File: src/rtl/bulk_endp_pkt_if.sv
// bulk_endp_pkt_if: application-side and SIE-side signals of the bulk endpoint pair
interface bulk_endp_pkt_if #(
    parameter int IN_DEPTH  = 16,
    parameter int OUT_DEPTH = 16
);
    localparam int LWI = $clog2(IN_DEPTH) + 1;
    localparam int LWO = $clog2(OUT_DEPTH) + 1;
    logic [7:0]     app_in_data;
    logic           app_in_valid;
    logic           app_in_ready;
    logic [LWI-1:0] app_in_level;
    logic [7:0]     app_out_data;
    logic           app_out_valid;
    logic           app_out_ready;
    logic [LWO-1:0] app_out_level;
    logic [7:0]     in_data;
    logic           in_valid;
    logic           in_req;
    logic           in_ready;
    logic           out_nak;
    logic [7:0]     out_data;
    logic           out_valid;
    logic           out_err;
    logic           out_ready;
    modport slave (
        input  app_in_data, app_in_valid, app_out_ready, in_req, in_ready,
               out_data, out_valid, out_err, out_ready,
        output app_in_ready, app_in_level, app_out_data, app_out_valid, app_out_level,
               in_data, in_valid, out_nak
    );
    modport master (
        output app_in_data, app_in_valid, app_out_ready, in_req, in_ready,
               out_data, out_valid, out_err, out_ready,
        input  app_in_ready, app_in_level, app_out_data, app_out_valid, app_out_level,
               in_data, in_valid, out_nak
    );
endinterface

File: src/rtl/bulk_endp_pkt.sv
// bulk_endp_pkt: full-speed bulk IN/OUT endpoint pair with packet commit, IN replay and OUT rollback
module bulk_endp_pkt #(
    parameter int IN_MPS    = 8,
    parameter int OUT_MPS   = 8,
    parameter int IN_DEPTH  = 16,
    parameter int OUT_DEPTH = 16
) (
    input logic            clk_i,
    input logic            rstn_i,
    bulk_endp_pkt_if.slave bus
);
    localparam int LWI = $clog2(IN_DEPTH) + 1;
    localparam int LWO = $clog2(OUT_DEPTH) + 1;
    localparam int AWI = LWI - 1;
    localparam int AWO = LWO - 1;
    localparam logic [6:0] IMPS = 7'(IN_MPS);
    localparam logic [6:0] OMPS = 7'(OUT_MPS);
    localparam logic [LWI-1:0] IDEP = LWI'(IN_DEPTH);
    localparam logic [LWO-1:0] ODEP = LWO'(OUT_DEPTH);
    typedef enum logic [1:0] {I_IDLE, I_SEND, I_ACKD} in_state_t;
    typedef enum logic [1:0] {O_IDLE, O_DATA, O_NAK} out_state_t;
    logic [7:0] in_mem [IN_DEPTH];
    logic [7:0] out_mem [OUT_DEPTH];
    in_state_t in_st, in_st_n;
    out_state_t out_st, out_st_n;
    logic [LWI-1:0] wr, wr_n, rd_c, rd_c_n, rd_t, rd_t_n, in_lvl, in_used;
    logic [LWO-1:0] wr_c, wr_c_n, wr_t, wr_t_n, rd, rd_n, out_lvl, free, o_addr;
    logic [6:0] sent, sent_n, avail, avail_n, cnt, cnt_n;
    logic req_q, in_valid_q, in_valid_n, nak, nak_n;
    logic in_rdy, in_push, out_vld, out_pop, o_byte, o_end, o_store;
    assign in_used           = wr - rd_c;
    assign in_rdy            = in_used != IDEP;
    assign in_push           = bus.app_in_valid && in_rdy;
    assign out_vld           = wr_c != rd;
    assign out_pop           = out_vld && bus.app_out_ready;
    assign free              = ODEP - (wr_c - rd);
    assign o_byte            = bus.out_ready && bus.out_valid && !bus.out_err;
    assign o_end             = bus.out_ready && !bus.out_valid && !bus.out_err;
    assign bus.app_in_ready  = in_rdy;
    assign bus.app_in_level  = in_lvl;
    assign bus.in_valid      = in_valid_q;
    assign bus.in_data       = in_valid_q ? in_mem[rd_t[AWI-1:0]] : 8'h00;
    assign bus.app_out_valid = out_vld;
    assign bus.app_out_data  = out_vld ? out_mem[rd[AWO-1:0]] : 8'h00;
    assign bus.app_out_level = out_lvl;
    assign bus.out_nak       = nak;
    // IN side: snapshot a packet on request, stream it tentatively, commit only after ACK
    always_comb begin
        in_st_n = in_st;
        rd_c_n  = rd_c;
        rd_t_n  = rd_t;
        sent_n  = sent;
        avail_n = avail;
        wr_n    = wr + LWI'(in_push);
        case (in_st)
            I_IDLE: if (bus.in_req && !req_q) begin
                in_st_n = I_SEND;
                rd_t_n  = rd_c;
                sent_n  = 7'd0;
                avail_n = (32'(in_used) > IN_MPS) ? IMPS : 7'(in_used);
            end
            I_SEND: if (!bus.in_req) in_st_n = I_IDLE;
                else if (o_end) in_st_n = I_ACKD;
                else if (bus.in_ready && in_valid_q) begin
                    rd_t_n = rd_t + LWI'(1);
                    sent_n = sent + 7'd1;
                end
            I_ACKD: if (!bus.in_req) begin
                rd_c_n  = rd_t;
                in_st_n = I_IDLE;
            end
            default: in_st_n = I_IDLE;
        endcase
        in_valid_n = (in_st_n == I_SEND) && (sent_n < avail_n);
    end
    // OUT side: accept a packet tentatively, commit on end, drop on error or babble
    always_comb begin
        out_st_n = out_st;
        wr_c_n   = wr_c;
        wr_t_n   = wr_t;
        cnt_n    = cnt;
        nak_n    = nak;
        o_store  = 1'b0;
        o_addr   = wr_t;
        rd_n     = rd + LWO'(out_pop);
        if (bus.out_ready && bus.out_err) begin
            out_st_n = O_IDLE;
            nak_n    = 1'b0;
        end else case (out_st)
            O_IDLE: if (o_byte) begin
                if (32'(free) >= OUT_MPS) begin
                    o_store  = 1'b1;
                    o_addr   = wr_c;
                    wr_t_n   = wr_c + LWO'(1);
                    cnt_n    = 7'd1;
                    nak_n    = 1'b0;
                    out_st_n = O_DATA;
                end else begin
                    nak_n    = 1'b1;
                    out_st_n = O_NAK;
                end
            end
            O_DATA: if (o_byte) begin
                if (cnt < OMPS) begin
                    o_store = 1'b1;
                    wr_t_n  = wr_t + LWO'(1);
                    cnt_n   = cnt + 7'd1;
                end else begin
                    nak_n    = 1'b0;
                    out_st_n = O_NAK;
                end
            end else if (o_end) begin
                wr_c_n   = wr_t;
                out_st_n = O_IDLE;
            end
            O_NAK: if (o_end) out_st_n = O_IDLE;
            default: out_st_n = O_IDLE;
        endcase
    end
    // state, pointer and level registers; levels track the committed pointers
    always_ff @(posedge clk_i or negedge rstn_i) begin
        if (!rstn_i) begin
            in_st      <= I_IDLE;
            out_st     <= O_IDLE;
            wr         <= '0;
            rd_c       <= '0;
            rd_t       <= '0;
            sent       <= '0;
            avail      <= '0;
            req_q      <= 1'b0;
            in_valid_q <= 1'b0;
            in_lvl     <= '0;
            wr_c       <= '0;
            wr_t       <= '0;
            rd         <= '0;
            cnt        <= '0;
            nak        <= 1'b0;
            out_lvl    <= '0;
        end else begin
            in_st      <= in_st_n;
            out_st     <= out_st_n;
            wr         <= wr_n;
            rd_c       <= rd_c_n;
            rd_t       <= rd_t_n;
            sent       <= sent_n;
            avail      <= avail_n;
            req_q      <= bus.in_req;
            in_valid_q <= in_valid_n;
            in_lvl     <= wr_n - rd_c_n;
            wr_c       <= wr_c_n;
            wr_t       <= wr_t_n;
            rd         <= rd_n;
            cnt        <= cnt_n;
            nak        <= nak_n;
            out_lvl    <= wr_c_n - rd_n;
        end
    end
    // byte storage for both FIFOs
    always_ff @(posedge clk_i) begin
        if (in_push) in_mem[wr[AWI-1:0]] <= bus.app_in_data;
        if (o_store) out_mem[o_addr[AWO-1:0]] <= bus.out_data;
    end
endmodule

File: src/flat_wrapper.sv
// flat-port wrapper written by rule: the top's interface ports become plain ports
module bulk_endp_pkt_flat 
#(
    parameter int IN_MPS    = 8,
    parameter int OUT_MPS   = 8,
    parameter int IN_DEPTH  = 16,
    parameter int OUT_DEPTH = 16
)
  (clk_i, rstn_i, bus_app_in_data, bus_app_in_valid, bus_app_out_ready, bus_in_req, bus_in_ready, bus_out_data, bus_out_valid, bus_out_err, bus_out_ready, bus_app_in_ready, bus_app_in_level, bus_app_out_data, bus_app_out_valid, bus_app_out_level, bus_in_data, bus_in_valid, bus_out_nak);
  bulk_endp_pkt_if #(.IN_DEPTH(IN_DEPTH), .OUT_DEPTH(OUT_DEPTH)) bus_i ();
  input logic clk_i;
  input logic rstn_i;
  input wire logic [$bits(bus_i.app_in_data)-1:0] bus_app_in_data;
  input wire logic [$bits(bus_i.app_in_valid)-1:0] bus_app_in_valid;
  input wire logic [$bits(bus_i.app_out_ready)-1:0] bus_app_out_ready;
  input wire logic [$bits(bus_i.in_req)-1:0] bus_in_req;
  input wire logic [$bits(bus_i.in_ready)-1:0] bus_in_ready;
  input wire logic [$bits(bus_i.out_data)-1:0] bus_out_data;
  input wire logic [$bits(bus_i.out_valid)-1:0] bus_out_valid;
  input wire logic [$bits(bus_i.out_err)-1:0] bus_out_err;
  input wire logic [$bits(bus_i.out_ready)-1:0] bus_out_ready;
  output wire logic [$bits(bus_i.app_in_ready)-1:0] bus_app_in_ready;
  output wire logic [$bits(bus_i.app_in_level)-1:0] bus_app_in_level;
  output wire logic [$bits(bus_i.app_out_data)-1:0] bus_app_out_data;
  output wire logic [$bits(bus_i.app_out_valid)-1:0] bus_app_out_valid;
  output wire logic [$bits(bus_i.app_out_level)-1:0] bus_app_out_level;
  output wire logic [$bits(bus_i.in_data)-1:0] bus_in_data;
  output wire logic [$bits(bus_i.in_valid)-1:0] bus_in_valid;
  output wire logic [$bits(bus_i.out_nak)-1:0] bus_out_nak;
  assign bus_i.app_in_data = bus_app_in_data;
  assign bus_i.app_in_valid = bus_app_in_valid;
  assign bus_i.app_out_ready = bus_app_out_ready;
  assign bus_i.in_req = bus_in_req;
  assign bus_i.in_ready = bus_in_ready;
  assign bus_i.out_data = bus_out_data;
  assign bus_i.out_valid = bus_out_valid;
  assign bus_i.out_err = bus_out_err;
  assign bus_i.out_ready = bus_out_ready;
  assign bus_app_in_ready = bus_i.app_in_ready;
  assign bus_app_in_level = bus_i.app_in_level;
  assign bus_app_out_data = bus_i.app_out_data;
  assign bus_app_out_valid = bus_i.app_out_valid;
  assign bus_app_out_level = bus_i.app_out_level;
  assign bus_in_data = bus_i.in_data;
  assign bus_in_valid = bus_i.in_valid;
  assign bus_out_nak = bus_i.out_nak;
  bulk_endp_pkt #(.IN_MPS(IN_MPS), .OUT_MPS(OUT_MPS), .IN_DEPTH(IN_DEPTH), .OUT_DEPTH(OUT_DEPTH)) u_core (.clk_i(clk_i), .rstn_i(rstn_i), .bus(bus_i));
endmodule
File: config.mk
export PLATFORM = sky130hd
export DESIGN_NAME = bulk_endp_pkt_flat
export DESIGN_NICKNAME = d
export VERILOG_FILES = /design/src/rtl/bulk_endp_pkt_if.sv /design/src/rtl/bulk_endp_pkt.sv /design/src/flat_wrapper.sv
export SDC_FILE = /design/constraint.sdc
export NUM_CORES = 1
export LEC_CHECK = 0
export BUFFER_PORTS_ARGS = -buffer_cell sky130_fd_sc_hd__buf_4
export CAP_MARGIN = 20
export CELL_PAD_IN_SITES_DETAIL_PLACEMENT = 1
export CELL_PAD_IN_SITES_GLOBAL_PLACEMENT = 1
export CORE_AREA = 2 2 174 176
export DETAILED_ROUTE_END_ITERATION = 12
export DIE_AREA = 0 0 176 178
export PLACE_DENSITY = 0.71
export SLEW_MARGIN = 30
export SYNTH_ARGS = -nofsm -noshare
export SYNTH_HDL_FRONTEND = slang
export SYNTH_SLANG_ARGS = --single-unit
File: constraint.sdc
create_clock -name clk_i -period 4 [get_ports clk_i]
set_input_delay 0.2 -clock clk_i [delete_from_list [all_inputs] [get_ports clk_i]]
set_output_delay 0.2 -clock clk_i [all_outputs]
set_load 0.005 [all_outputs]
==> results of run 1 <==
-- metal layers --
layer | vias to the layer above | GRT usage | wire length [um]
met4 | 0 | 0.0510 | 554
met5 | - | 0 | 0
met3 | 45 | 0.0320 | 1180
met2 | 170 | 0.360 | 15900
met1 | 4064 | 0.272 | 13000
li1 | 3506 | - | -
-- timing repair --
| item | in CTS | in global routing |
|---|---|---|
| buffers inserted | 0 | 2 |
| hold endpoints to repair | 183 | 0 |
| hold buffers | 14 | 0 |
| gates resized for setup | 0 | 4 |
| setup endpoints to repair | 0 | 1 |
-- registers in the layout (all words and copies together), names as in the netlist --
signal and cells:
u_core.wr_c 5, u_core.rd_t 5, u_core.wr 5, u_core.req_q 1
u_core.bus.out_nak 1, u_core.sent 7, u_core.rd_c 5, u_core.out_st 2
u_core.wr_t 5, u_core.bus.app_in_level 5, u_core.rd 5, u_core.bus.in_valid 1
u_core.in_st 2, u_core.out_mem 128, u_core.cnt 7, u_core.bus.app_out_level 5
u_core.avail 7, u_core.in_mem 128
-- power breakdown --
part | internal [mW] | switching [mW] | total [mW]
Combinational | 2.04 | 2.07 | 4.12
Clock | 1.77 | 1.26 | 3.03
Sequential | 4.06 | 0.416 | 4.48
Total | 7.87 | 3.75 | 11.6
-- how the worst min path moves through the flow --
stage | depth (start not counted) | end
final | 1 | u_core.in_mem[13][2]$_DFFE_PP_
after global routing | 1 | u_core.out_mem[0][0]$_DFFE_PP_
after CTS | 1 | u_core.out_mem[0][6]$_DFFE_PP_
after detailed placement | 1 | u_core.req_q$_DFF_PN0_
after floorplan | 0 | u_core.avail[0]$_DFF_PN0_
after global placement | 1 | u_core.req_q$_DFF_PN0_
-- area by class of cell --
class	instances	area, um2	area share
tap	390	488	0.0298
sequential	324	9390	0.573
inverter	38	143	0.00870
clock buffer	47	931	0.0568
timing repair buffer	115	902	0.0550
multi-input combinational	430	4400	0.268
clock inverter	16	143	0.00870
-- layout by cell type, fill, tap and decap left out, types with 3 or more instances in the layout --
cell type / count
a21o_1: 12
a21oi_1: 24
a221oi_1: 3
a22o_1: 4
and2_1: 10
and3_1: 4
buf_4: 100
clkbuf_1: 11
clkbuf_16: 35
clkinv_1: 8
clkinv_2: 4
dfrtp_1: 66
dlygate4sd3_1: 14
edfxtp_1: 256
fa_1: 3
ha_1: 33
inv_1: 38
mux2_2: 10
mux4_2: 80
nand2_1: 36
nand2b_1: 10
nand3_1: 21
nand3_2: 3
nand4_1: 7
nor2_1: 23
nor2b_1: 12
nor3_1: 16
nor3b_1: 4
nor4_1: 4
nor4b_2: 5
o21a_1: 4
o21ai_0: 17
o22ai_1: 14
or3_1: 3
xnor2_1: 13
xor2_1: 8
-- cell families (layout without fill, tap and decap cells) --
logic type | count (synthesis) | after routing
buffers and inverters | 73 | 216
flip-flops | 324 | 324
AO/OA/AOI/OAI | 104 | 104
multiplexers | 92 | 92
adder cells (fa/ha/maj) | 37 | 37
AND/OR/NAND/NOR | 173 | 173
XOR/XNOR | 24 | 24
-- worst max-delay path, cell delays in order (launching register included) --
cell,delay (ns)
dfrtp_1,0.40
inv_1,0.10
ha_1,0.16
inv_1,0.06
fa_2,0.41
a21o_1,0.18
a21oi_2,0.18
xnor2_2,0.12
o31ai_2,0.22
inv_1,0.07
ha_1,0.22
ha_1,0.32
inv_1,0.07
fa_1,0.46
inv_1,0.07
a21o_1,0.11
a21oi_1,0.08
xnor2_1,0.22
xnor2_1,0.14
==> reports/results.tsv, run 1 <==
metric	value	unit
status	complete, no violations	
dpl_cell_area	15100	um2
worst_pin_slew	0.869	ns
remaining_drc_errors	0	
cts_root_buf	clkbuf_16	
die_w	176	um
postSynthCellCount	827	
cts.sinks	324	
vias	7785	
synthAdderAreaFrac	0.0351	
clockBufferDepth	3	
synth-edff-count	256	
port-buffer-count	54	
row_count	63	
synthSimpleGateAreaFrac	0.0700	
hold_violations	0	
slew_violations	0	
synth.distinct_cells	69	
synth_xor_xnor_area_share	0.0160	
viasPerCell	5.72	
yosysSeqAreaShare	0.669	
arrival	4.13	ns
p_leak	5.94	nW
ff2ff_path_depth	18	
grt_max_degree	69	
antenna_cells	0	
yosys_warnings	0	
required	4.43	ns
crit_path_end	u_core.bus.app_in_level[4]$_DFF_PN0_	
wirelength	30600	um
place_congestion	0.755	
cts_tree	done	
layout-drive-gt1-share	0.270	
fin_tns_setup	0	ns
syn_area	14000	um2
wl_per_cell	22.5	um
cts_made_buffers	35	
dp.cells	1281	
stdcell_count	1360	
clk_pin_slew_worst_paths	0.06	ns
ctsHtreeMaxLevel	2	
timing.slew.headroom	0.420	
first_iter_violations	446	
hp-class	in -> reg	
clock_latency	0.51	ns
pre_cts_ws	0.226	ns
setup_viol	0	
r2r-end	u_core.bus.app_in_level[4]$_DFF_PN0_	
synthTopCellsByArea	edfxtp_1 (55%), mux4_2 (13%), dfrtp_1 (12%), ha_1 (2.9%), inv_1 (1.0%)	
cellPowerDensity	709	nW/um2
async_flop_share	0.210	
critPathKind	reg -> reg	
synth_nets	889	
worstHoldStart	bus_app_in_data[2]	
muxShareOfSynthArea	0.138	
dieArea	31300	um2
synth_top_cell_area_share	0.548	
grt_pass1_vias	8705	
ir_drop	409	uV
syn2layout_area_growth	16.9	%
final_core_util	0.558	
skew	0.0115	ns
n_fill_cell	2690	
synth_compound_area_frac	0.0506	
critical_path.endpoint_type	flop	
r2r_slack	0.29	ns
min_period_over_period	0.926	
fmax	270	MHz
design_area	16400	um2
grt_pass1_wl	49700	um
setup_ws	0.294	ns
gr-total-overflow	0	
core	29400	um2
drv_cap	0	
syn_area_per_cell	17.0	um2
fin_crit	3.71	ns
synth_commonest_cells	edfxtp_1 (256), mux4_2 (80), dfrtp_1 (68)	
holdWs	0.0152	ns
cp-start-kind	flop	
fin_nets	1006	
post-synth-top-count-cell	edfxtp_1	
gr-usage-all-layers	0.206	
r2r_start	u_core.wr[0]$_DFF_PN0_	
drt_pass1_iterations	5	
synth_top_family_by_area	multiplexers	
synth_flop_cell	edfxtp_1	
critical_path.startpoint	u_core.wr[0]$_DFF_PN0_	
die_y	178	um
dp_hpwl	20900	um
fin_total_pwr	11.6	mW
rsz0062_at_grt	no	
synth_seq_cells	324	
ioPinCount	55	
start_util	0.477	
synth_top_area_cell	edfxtp_1	
crit_fanout	4	
antenna_found_initial	0	
postRouteAntennaNets	0	
No activity file was read; power rests on OpenSTA's default activity.
==> inputs of run 2 (changes only) <==
CORE_AREA = 2 2 191 193   (was 2 2 174 176)
DIE_AREA = 0 0 193 195   (was 0 0 176 178)
PLACE_DENSITY = 0.6   (was 0.71)
==> run 2 against run 1 <==
Maximum frequency fell by 0.79%. Worst hold slack improved by 0.0028 ns. Die area rose by 20%. First-iteration DRC count fell by 1.1%. Flip-flop and latch count did not move. Design area rose by 1.7%. Clock-buffer cell count rose by 3. Worst setup slack got worse by 0.030 ns. Wire length rose by 2.8%. Largest cell class unchanged.
==> reports/results.tsv, run 2 (same netlist as run 1, synthesis figures left out) <==
metric	value	unit	change
status	complete, no violations		
fin_nets	1020		+1.4%
whs_endpoint	u_core.in_mem[12][0]$_DFFE_PP_		
port-buffer-count	54		unchanged
ctsHtreeMaxLevel	2		unchanged
r2r-end	u_core.bus.app_in_level[4]$_DFF_PN0_		
grt_max_degree	69		unchanged
seq_power_share	0.374		-0.011
worstHoldStart	bus_app_in_data[0]		
die_w	193	um	+9.7%
cp-start-kind	flop		
hold_path_depth	1		unchanged
dieArea	37600	um2	+20%
viasPerCell	5.34		-6.7%
wirelength	31500	um	+2.8%
cts_made_buffers	37		+5.7%
ioPinCount	55		unchanged
ir_drop	351	uV	-14%
row_count	69		+9.5%
worst_pin_slew	0.745	ns	-0.124 ns
die_y	195	um	+9.6%
antenna_cells	0		unchanged
dp_hpwl	20800	um	-0.66%
timing.slew.headroom	0.503		+0.0829
drt_pass1_iterations	4		-1
cts_root_buf	clkbuf_16		
pwr-share-comb	0.357		+0.003
mostFrequentLayoutCells	edfxtp_1 (256), buf_4 (105), mux4_2 (80)		
syn2layout_area_growth	18.9	%	
setup_ws	0.265	ns	-0.0296 ns
core	35400	um2	+20%
holdWs	0.0181	ns	+0.00283 ns
switching_power	3.85	mW	+2.6%
critPathKind	reg -> reg		
r2r_start	u_core.wr[0]$_DFF_PN0_		
crit_path_frequent_cell	ha_1		
gr-total-overflow	0		unchanged
setup_viol	0		unchanged
min_period_over_period	0.934		+0.00741
place_congestion	0.769		+1.8%
internal_power	7.97	mW	+1.2%
skew	0.0101	ns	-0.00139 ns
slew_violations	0		unchanged
antenna_found_initial	0		unchanged
fin_total_pwr	11.8	mW	+1.7%
first_iter_violations	441		-1.1%
vias	7721		-0.82%
start_util	0.396		-0.0808
dpl_cell_area	15300	um2	+1.2%
mostFrequentLayoutCell	edfxtp_1		
gr-usage-all-layers	0.174		-0.0316
swShare	0.326		+0.00311
p_leak	6.03	nW	+1.5%
grt_pass1_wl	50100	um	+0.72%
fin_crit	3.74	ns	+0.0296 ns
clock_latency	0.52	ns	about the same
cts.sinks	324		unchanged
pre_cts_ws	0.176	ns	-0.0505 ns
slowest_delay	0.47	ns	about the same
ff2ff_path_depth	17		-1
cellPowerDensity	708	nW/um2	about the same
wl_per_cell	21.8	um	-3.3%
cts_tree	done		
hold_violations	0		unchanged
required	4.44	ns	about the same
rsz0062_at_grt	no		
critical_path.endpoint_type	flop		
cp_slowest_cell	fa_1		
critPathBufInv	3		-2
worstPathCellList	inv_1, ha_1, inv_1, fa_1, a21o_1, a21oi_2, xnor2_2, o31ai_2, inv_1, ha_1, ha_1, xor2_2, ha_1, a21o_1, a21oi_1, xnor2_1, xnor2_1		
crit_fanout	5		+1
clockBufferDepth	3		unchanged
clock_power_share	0.269		+0.008
r2r_slack	0.26	ns	-0.03 ns
grt_pass1_vias	8514		-2.2%
hp-class	in -> reg		
fmax	268	MHz	-0.79%
arrival	4.17	ns	+0.04 ns
postRouteAntennaNets	0		unchanged
design_area	16700	um2	+1.7%
drv_cap	0		unchanged
path_delay_family	adder cells		
clk_pin_slew_worst_paths	0.06	ns	about the same
fin_tns_setup	0	ns	unchanged
remaining_drc_errors	0		unchanged
layout-drive-gt1-share	0.279		+0.00908
==> run 2: changes by cell type in the layout (fill, tap and decap cells not counted), sizes merged <==
cell / change
clkinv: -1
inv: +2
buf: +6
bufinv: -1
clkbuf: +3
dlygate4sd3: +6
==> run 2: what timing repair did <==
item / 4_1_cts / 5_1_grt
setup buffers: 0 / 1
resized for setup: 0 / 4
endpoints found under the hold margin: 290 / 0
endpoints found under the setup margin: 0 / 1
hold buffers: 20 / 0
==> run 2: routing by layer <==
layer	up-vias	track usage	share of wire	routed length [um]
met1	4020	0.250	0.47	14700
met3	55	0.0234	0.030	929
met5	-	0	0	0
met2	116	0.281	0.48	15200
met4	0	0.0471	0.023	717
li1	3530	-	-	-
==> run 2: metrics by stage <==
stage / util / std cells
after floorplan: - / 827
after global placement: 0.433 / 1359
after detailed placement: 0.433 / 1359
after CTS: 0.470 / 1445
after global routing: 0.471 / 1446
final: 0.471 / 1446
==> run 2: worst reg2reg max path: cells and delay by family (launching register included) <==
family / cells / cell delay (ns)
AO/OA/AOI/OAI: 5 / 0.96
adder cells (fa/ha/maj): 5 / 1.43
flip-flops: 1 / 0.43
XOR/XNOR: 4 / 0.59
buffers and inverters: 3 / 0.23
==> run 2: cell type report <==
| class | count | area [um2] |
|---|---|---|
| clock buffers | 50 | 1010 |
| clock inverters | 16 | 128 |
| fillers | 3438 | 18700 |
| inverters | 38 | 143 |
| multi-input cells | 430 | 4420 |
| flip-flops and latches | 324 | 9390 |
| well taps | 461 | 577 |
| repair buffers | 127 | 1020 |
==> run 2: worst max-delay path by stage <==
stage	slack (ns)	startpoint	endpoint	cells past startpoint
5_1_grt	0.01	u_core.wr[0]$_DFF_PN0_	u_core.bus.app_in_level[4]$_DFF_PN0_	17
3_5_place_dp	0.18	u_core.wr[0]$_DFF_PN0_	u_core.bus.app_in_level[4]$_DFF_PN0_	17
4_1_cts	0.14	u_core.wr[0]$_DFF_PN0_	u_core.bus.app_in_level[4]$_DFF_PN0_	17
3_3_place_gp	0.34	u_core.wr[0]$_DFF_PN0_	u_core.bus.app_in_level[4]$_DFF_PN0_	18
6_report	0.26	u_core.wr[0]$_DFF_PN0_	u_core.bus.app_in_level[4]$_DFF_PN0_	17
2_1_floorplan	0.01	u_core.wr[0]$_DFF_PN0_	u_core.bus.app_in_level[4]$_DFF_PN0_	19
==> run 2: power by group through the flow <==
stage	logic, mW	clock network [mW]	registers [mW]
after floorplan	2.94	0	4.31
after global placement	4.17	0	4.49
after detailed placement	4.21	0	4.49
after CTS	4.28	3.27	4.43
after global routing	4.68	3.38	4.49
final	4.22	3.18	4.42
